<file path="config.mk">
export PLATFORM = sky130hd
export DESIGN_NAME = hazard_unit
export DESIGN_NICKNAME = d
export VERILOG_FILES = /design/src/rtl/hazard_unit.sv
export SDC_FILE = /design/constraint.sdc
export NUM_CORES = 1
export LEC_CHECK = 0
export CORE_ASPECT_RATIO = 1.4
export CORE_MARGIN = 8
export CORE_UTILIZATION = 55
export CTS_BUF_LIST = sky130_fd_sc_hd__clkbuf_8
export DETAILED_ROUTE_END_ITERATION = 10
export PLACE_DENSITY = 0.95
export SKIP_CTS_REPAIR_TIMING = 1
export SYNTH_ARGS = -nofsm -noshare
export SYNTH_HDL_FRONTEND = slang
export SYNTH_SLANG_ARGS = --single-unit
export TNS_END_PERCENT = 20
</file>
<file path="constraint.sdc">
create_clock -name clk -period 3.25 [get_ports clk]
set_input_delay 0.4875 -clock clk [delete_from_list [all_inputs] [get_ports clk]]
set_output_delay 0.4875 -clock clk [all_outputs]
set_load 0.05 [all_outputs]
</file>
<file path="src/rtl/hazard_unit.sv">
// hazard_unit
// Hazard and bypass controller for the in-order pipeline. A DEPTH-deep
// scoreboard records the destination register of every instruction in flight
// after decode. Each new decode instruction is compared against it. The
// results are a decode stall, an issue strobe, per-operand bypass selects and
// an occupancy count.
//
// Parameters:
//   NREG_BITS - register address width
//   DEPTH     - tracked stages after decode (stage 1 = exe), 2..8
//   LOAD_LAT  - stages in which a load result cannot yet be bypassed
//   BYPASS    - 1: full forwarding, 0: stall on every RAW
// Ports:
//   clk, reset            - clock, synchronous active-high reset
//   dec_*                 - decode-stage instruction fields and kill
//   cmiss_stall           - cache-miss freeze, holds every entry
//   hazard_stall          - decode must hold its instruction
//   issue                 - decode instruction enters stage 1 at next edge
//   rs1_byp, rs2_byp      - 0 = register file, k = result of stage k
//   occupancy             - number of valid in-flight entries
module hazard_unit #(
  parameter int NREG_BITS = 5,
  parameter int DEPTH     = 3,
  parameter int LOAD_LAT  = 1,
  parameter int BYPASS    = 1,
  localparam int SELW     = $clog2(DEPTH + 1)
) (
  input  logic                 clk,
  input  logic                 reset,
  input  logic                 dec_valid,
  input  logic [NREG_BITS-1:0] dec_rs1_addr,
  input  logic [NREG_BITS-1:0] dec_rs2_addr,
  input  logic                 dec_rs1_oen,
  input  logic                 dec_rs2_oen,
  input  logic [NREG_BITS-1:0] dec_wb_addr,
  input  logic                 dec_rf_wen,
  input  logic                 dec_is_load,
  input  logic                 dec_is_csr,
  input  logic                 dec_kill,
  input  logic                 cmiss_stall,
  output logic                 hazard_stall,
  output logic                 issue,
  output logic [SELW-1:0]      rs1_byp,
  output logic [SELW-1:0]      rs2_byp,
  output logic [SELW-1:0]      occupancy
);

  // Scoreboard entries, index k = pipeline stage k.
  logic [DEPTH:1]         valid_q, valid_d;
  logic [DEPTH:1]         rf_wen_q, rf_wen_d;
  logic [DEPTH:1]         is_load_q, is_load_d;
  logic [DEPTH:1]         is_csr_q, is_csr_d;
  logic [NREG_BITS-1:0]   wbaddr_q [1:DEPTH];
  logic [NREG_BITS-1:0]   wbaddr_d [1:DEPTH];

  logic [DEPTH:1]         match1_s, match2_s;
  logic                   cond_s;
  logic [SELW-1:0]        sel1_s, sel2_s;
  logic [SELW-1:0]        occ_s;

  // Per-stage RAW match; x0 and disabled operands never match.
  always_comb begin
    match1_s = '0;
    match2_s = '0;
    for (int k = 1; k <= DEPTH; k++) begin
      match1_s[k] = valid_q[k] & rf_wen_q[k] & (wbaddr_q[k] == dec_rs1_addr) &
                    (dec_rs1_addr != '0) & dec_rs1_oen;
      match2_s[k] = valid_q[k] & rf_wen_q[k] & (wbaddr_q[k] == dec_rs2_addr) &
                    (dec_rs2_addr != '0) & dec_rs2_oen;
    end
  end

  // Hazard condition: unbypassable loads (or any RAW without forwarding),
  // plus CSR serialisation while the CSR sits in stage 1.
  always_comb begin
    cond_s = valid_q[1] & is_csr_q[1];
    for (int k = 1; k <= DEPTH; k++) begin
      if (BYPASS != 0) begin
        if (k <= LOAD_LAT) begin
          cond_s = cond_s | ((match1_s[k] | match2_s[k]) & is_load_q[k]);
        end else begin
          cond_s = cond_s;
        end
      end else begin
        cond_s = cond_s | match1_s[k] | match2_s[k];
      end
    end
  end

  // Bypass selects. Scanning from the oldest stage towards stage 1 lets the
  // youngest producer overwrite older ones.
  always_comb begin
    sel1_s = '0;
    sel2_s = '0;
    for (int k = DEPTH; k >= 1; k--) begin
      if (match1_s[k]) begin
        sel1_s = SELW'(k);
      end else begin
        sel1_s = sel1_s;
      end
      if (match2_s[k]) begin
        sel2_s = SELW'(k);
      end else begin
        sel2_s = sel2_s;
      end
    end
  end

  // Popcount of valid entries.
  always_comb begin
    occ_s = '0;
    for (int k = 1; k <= DEPTH; k++) begin
      occ_s = occ_s + SELW'(valid_q[k]);
    end
  end

  // Output decode. While reset is high the entries may still hold stale
  // contents until the edge, so stall, selects and occupancy are masked.
  always_comb begin
    hazard_stall = ~reset & cond_s & dec_valid & ~dec_kill;
    issue        = dec_valid & ~dec_kill & ~hazard_stall & ~cmiss_stall;
    if ((BYPASS != 0) && !reset) begin
      rs1_byp = sel1_s;
      rs2_byp = sel2_s;
    end else begin
      rs1_byp = '0;
      rs2_byp = '0;
    end
    if (!reset) begin
      occupancy = occ_s;
    end else begin
      occupancy = '0;
    end
  end

  // Next entry state: shift by one stage unless frozen by a cache miss;
  // stage 1 takes the decode instruction on issue, otherwise a bubble.
  always_comb begin
    valid_d   = valid_q;
    rf_wen_d  = rf_wen_q;
    is_load_d = is_load_q;
    is_csr_d  = is_csr_q;
    wbaddr_d  = wbaddr_q;
    if (!cmiss_stall) begin
      for (int k = DEPTH; k >= 2; k--) begin
        valid_d[k]   = valid_q[k-1];
        rf_wen_d[k]  = rf_wen_q[k-1];
        is_load_d[k] = is_load_q[k-1];
        is_csr_d[k]  = is_csr_q[k-1];
        wbaddr_d[k]  = wbaddr_q[k-1];
      end
      if (issue) begin
        valid_d[1]   = 1'b1;
        rf_wen_d[1]  = dec_rf_wen;
        is_load_d[1] = dec_is_load;
        is_csr_d[1]  = dec_is_csr;
        wbaddr_d[1]  = dec_wb_addr;
      end else begin
        valid_d[1]   = 1'b0;
        rf_wen_d[1]  = 1'b0;
        is_load_d[1] = 1'b0;
        is_csr_d[1]  = 1'b0;
        wbaddr_d[1]  = '0;
      end
    end else begin
      valid_d = valid_q;
    end
  end

  // Entry registers; reset drops every entry even during a cache miss.
  always_ff @(posedge clk) begin
    if (reset) begin
      valid_q   <= '0;
      rf_wen_q  <= '0;
      is_load_q <= '0;
      is_csr_q  <= '0;
      for (int k = 1; k <= DEPTH; k++) begin
        wbaddr_q[k] <= '0;
      end
    end else begin
      valid_q   <= valid_d;
      rf_wen_q  <= rf_wen_d;
      is_load_q <= is_load_d;
      is_csr_q  <= is_csr_d;
      for (int k = 1; k <= DEPTH; k++) begin
        wbaddr_q[k] <= wbaddr_d[k];
      end
    end
  end

endmodule

</file>
==> results.cfg <==
[min_path]
hold-path-cell-count = 2
hold_class = reg -> reg

[detailed_routing]
drc = 0
wl_per_cell_um = 17.09
drt_pass1_iterations = 4
via_per_inst = 5.570
routed_wl_mm = 3.811
ant_nets = 0
num_vias = 1242
drt_iter0_drc = 56

[place]
placed_area_mm2 = 0.001790
routabilityCongestion = 0.9343
dpl.hpwl_mm = 3.007
port_buffers = 32

[logic_synthesis]
synth_seq_cells = 23
synth_cell_types = 30
yosys-mux-area-fraction = 0.1016
yosys.area_share.simple = 0.2024
synth_top_family_by_area = simple AND/OR/NAND/NOR gates
synth_nets = 182
syn_area_mm2 = 0.001379
synth_cells = 156
yosys.area_share.adder = 0.01452
yosysSeqAreaShare = 0.3339
syn_avg_cell_area_um2 = 8.839
yosys_warnings = 0
synthXorXnorAreaFrac = 0.1906
synth_compound_area_frac = 0.1080

[critical_path]
slowest_delay_ns = 0.54
path_depth = 7
critPathKind = in -> out
critPathTopFamily = buffers and inverters
path_cells = clkdlybuf4s50_1 -> xnor2_1 -> nand4_1 -> or3_4 -> a21boi_4 -> o2111a_1 -> buf_12
worst-path-max-fanout = 10
endpoint_kind = output port
crit_buf_inv = 2
slowest_stage = clkdlybuf4s50_1
critical_path_arrival_ns = 2.61
start_kind = primary input
rr_worst_depth = 5
worstPathRequired_ns = 2.76

[die]
io-pin-count = 33
dieArea_mm2 = 0.004388
start_util = 0.5767
die_x_um = 58.32
die_h_um = 75.24
coreArea_mm2 = 0.002391
rows = 21

[power]
power_density_mw_per_mm2 = 309.8
p_leak_nw = 0.7184
peakVddDrop_v = 0.0004206

[timing]
finalHoldViolations = 0
min_period_over_period = 0.9537
drv_slew = 0
finClkSkew_ns = 0.001386
setup_violations = 0
max_freq_mhz = 322.6
grt_setup_unrepaired = no
fin_setup_tns_ns = 0
tightest_slew_ns = 0.5503
final.min_clock_period_ns = 3.100
slew_headroom = 0.6298

[clocking]
cts_tree = yes
clockRootBuffer = clkbuf_8
cts_buffers = 3
path_clk_slew_ns = 0.08
h-tree-depth = 1
numClockSinks = 23
cts_buffer_depth = 2
clkLatencyLatePin_ns = 0.27

[cells_and_area]
utilization = 0.7682
final_nets = 216
diodes = 0
final_area_mm2 = 0.001837
syn_to_final_growth_pct = 33.21
drive_above_1_share = 0.1005

[global_route]
grt_max_degree = 17
grt_util_all_layers = 0.1872
grt_pass1_vias = 1322
met2_usage = 0.3395
grtUsageMet3 = 0.04786
antenna_found_initial = 0
use_met1 = 0.1929
grt.busiest_layer = met2
grt-ovfl-total = 0
grt_pass1_wl_mm = 6.251

[job]
max-cap-violations = 0

[status]
status = completed
## stage by stage
stage | setup WS, ns | power [mW] | cells | hold slack, ns
2_1_floorplan | 0.5407 | 0.3469 | 156 | 0.4254
3_3_place_gp | 0.2447 | 0.3945 | 219 | 0.4385
3_5_place_dp | 0.2187 | 0.3976 | 219 | 0.4679
4_1_cts | 0.1733 | 0.5710 | 223 | 0.4852
5_1_grt | 0.1079 | 0.5908 | 223 | 0.5074
6_report | 0.1503 | 0.5690 | 223 | 0.4862
## layout make-up
cell class	count	area, um^2
multi-input cells	117	850.8
fillers	158	554.3
flip-flops and latches	23	460.4
repair buffers	34	395.4
well taps	34	42.54
clock buffers	3	41.29
inverters	11	41.29
clock inverters	1	5.005
## kinds of logic (layout without fill, tap and decap cells)
family / after synthesis / in the layout
XOR/XNOR: 30 / 30
adder cells (fa/ha/maj): 1 / 1
flip-flops: 23 / 23
AO/OA/AOI/OAI: 18 / 18
buffers and inverters: 16 / 49
AND/OR/NAND/NOR: 54 / 54
multiplexers: 14 / 14
## path summary, 6_finish.rpt
path	startpoint	endpoint	slack [ns]
worst max-delay path	dec_rs2_addr[4]	hazard_stall	0.15
worst min-delay path	is_csr_q[1]	is_csr_q[1]	0.49
worst max register to register	wbaddr_q[14]	wbaddr_q[13]	1.49
worst min register to register	is_csr_q[1]	is_csr_q[1]	0.49
## synth_stat cells
master | count | share of area
a21boi_4 | 1 | 0.014
a21oi_1 | 3 | 0.011
a31oi_1 | 1 | 0.0045
and3_1 | 1 | 0.0045
buf_2 | 1 | 0.0036
clkbuf_1 | 3 | 0.0082
clkdlybuf4s25_2 | 1 | 0.0073
dfxtp_1 | 23 | 0.33
fa_1 | 1 | 0.015
inv_1 | 11 | 0.030
mux2i_1 | 14 | 0.10
nand2_1 | 16 | 0.044
nand2b_1 | 2 | 0.0091
nand3_1 | 2 | 0.0073
nand3_2 | 1 | 0.0073
nand4_1 | 6 | 0.027
nor2_1 | 14 | 0.038
nor2b_1 | 3 | 0.014
nor3b_1 | 1 | 0.0054
nor4_1 | 3 | 0.014
o2111a_1 | 1 | 0.0082
o211a_1 | 1 | 0.0073
o21ai_0 | 1 | 0.0036
o21ai_2 | 2 | 0.013
o31ai_1 | 7 | 0.038
o31ai_2 | 1 | 0.0091
or3_4 | 2 | 0.016
or4_1 | 3 | 0.016
xnor2_1 | 26 | 0.17
xor2_1 | 4 | 0.025
## state kept, by name, summed over array words and instances (netlist names)
signal     count
valid_q        3
rf_wen_q       3
is_load_q      1
is_csr_q       1
wbaddr_q      15
## power by group
group / internal, mW / switching (mW)
clock: 0.0858 / 0.0907
combinational: 0.0539 / 0.0463
sequential: 0.286 / 0.00626
total: 0.426 / 0.143
## placed cells by master, fill, tap and decap left out, drive strengths merged, types with 2 or more instances in the layout
master	n
xnor2	26
clkdlybuf4s50	26
dfxtp	23
nand2	16
mux2i	14
nor2	14
inv	11
o31ai	8
buf	8
nand4	6
xor2	4
or4	3
a21oi	3
nor4	3
nor2b	3
clkbuf	3
o21ai	3
nand3	3
or3	2
nand2b	2
## metal layers
metal  wire length, um  vias up
met1              1470      588
met4                89        0
met5                 0        -
li1                  -      598
met2              2043       47
met3               208        9
## worst reg2reg max path, delay by kind of cell (launching register included)
| family | cells | cell delay, ns |
|---|---|---|
| AO/OA/AOI/OAI | 2 | 0.45 |
| flip-flops | 1 | 0.44 |
| AND/OR/NAND/NOR | 2 | 0.57 |
| XOR/XNOR | 1 | 0.18 |
(Power assumes the default switching activity.)
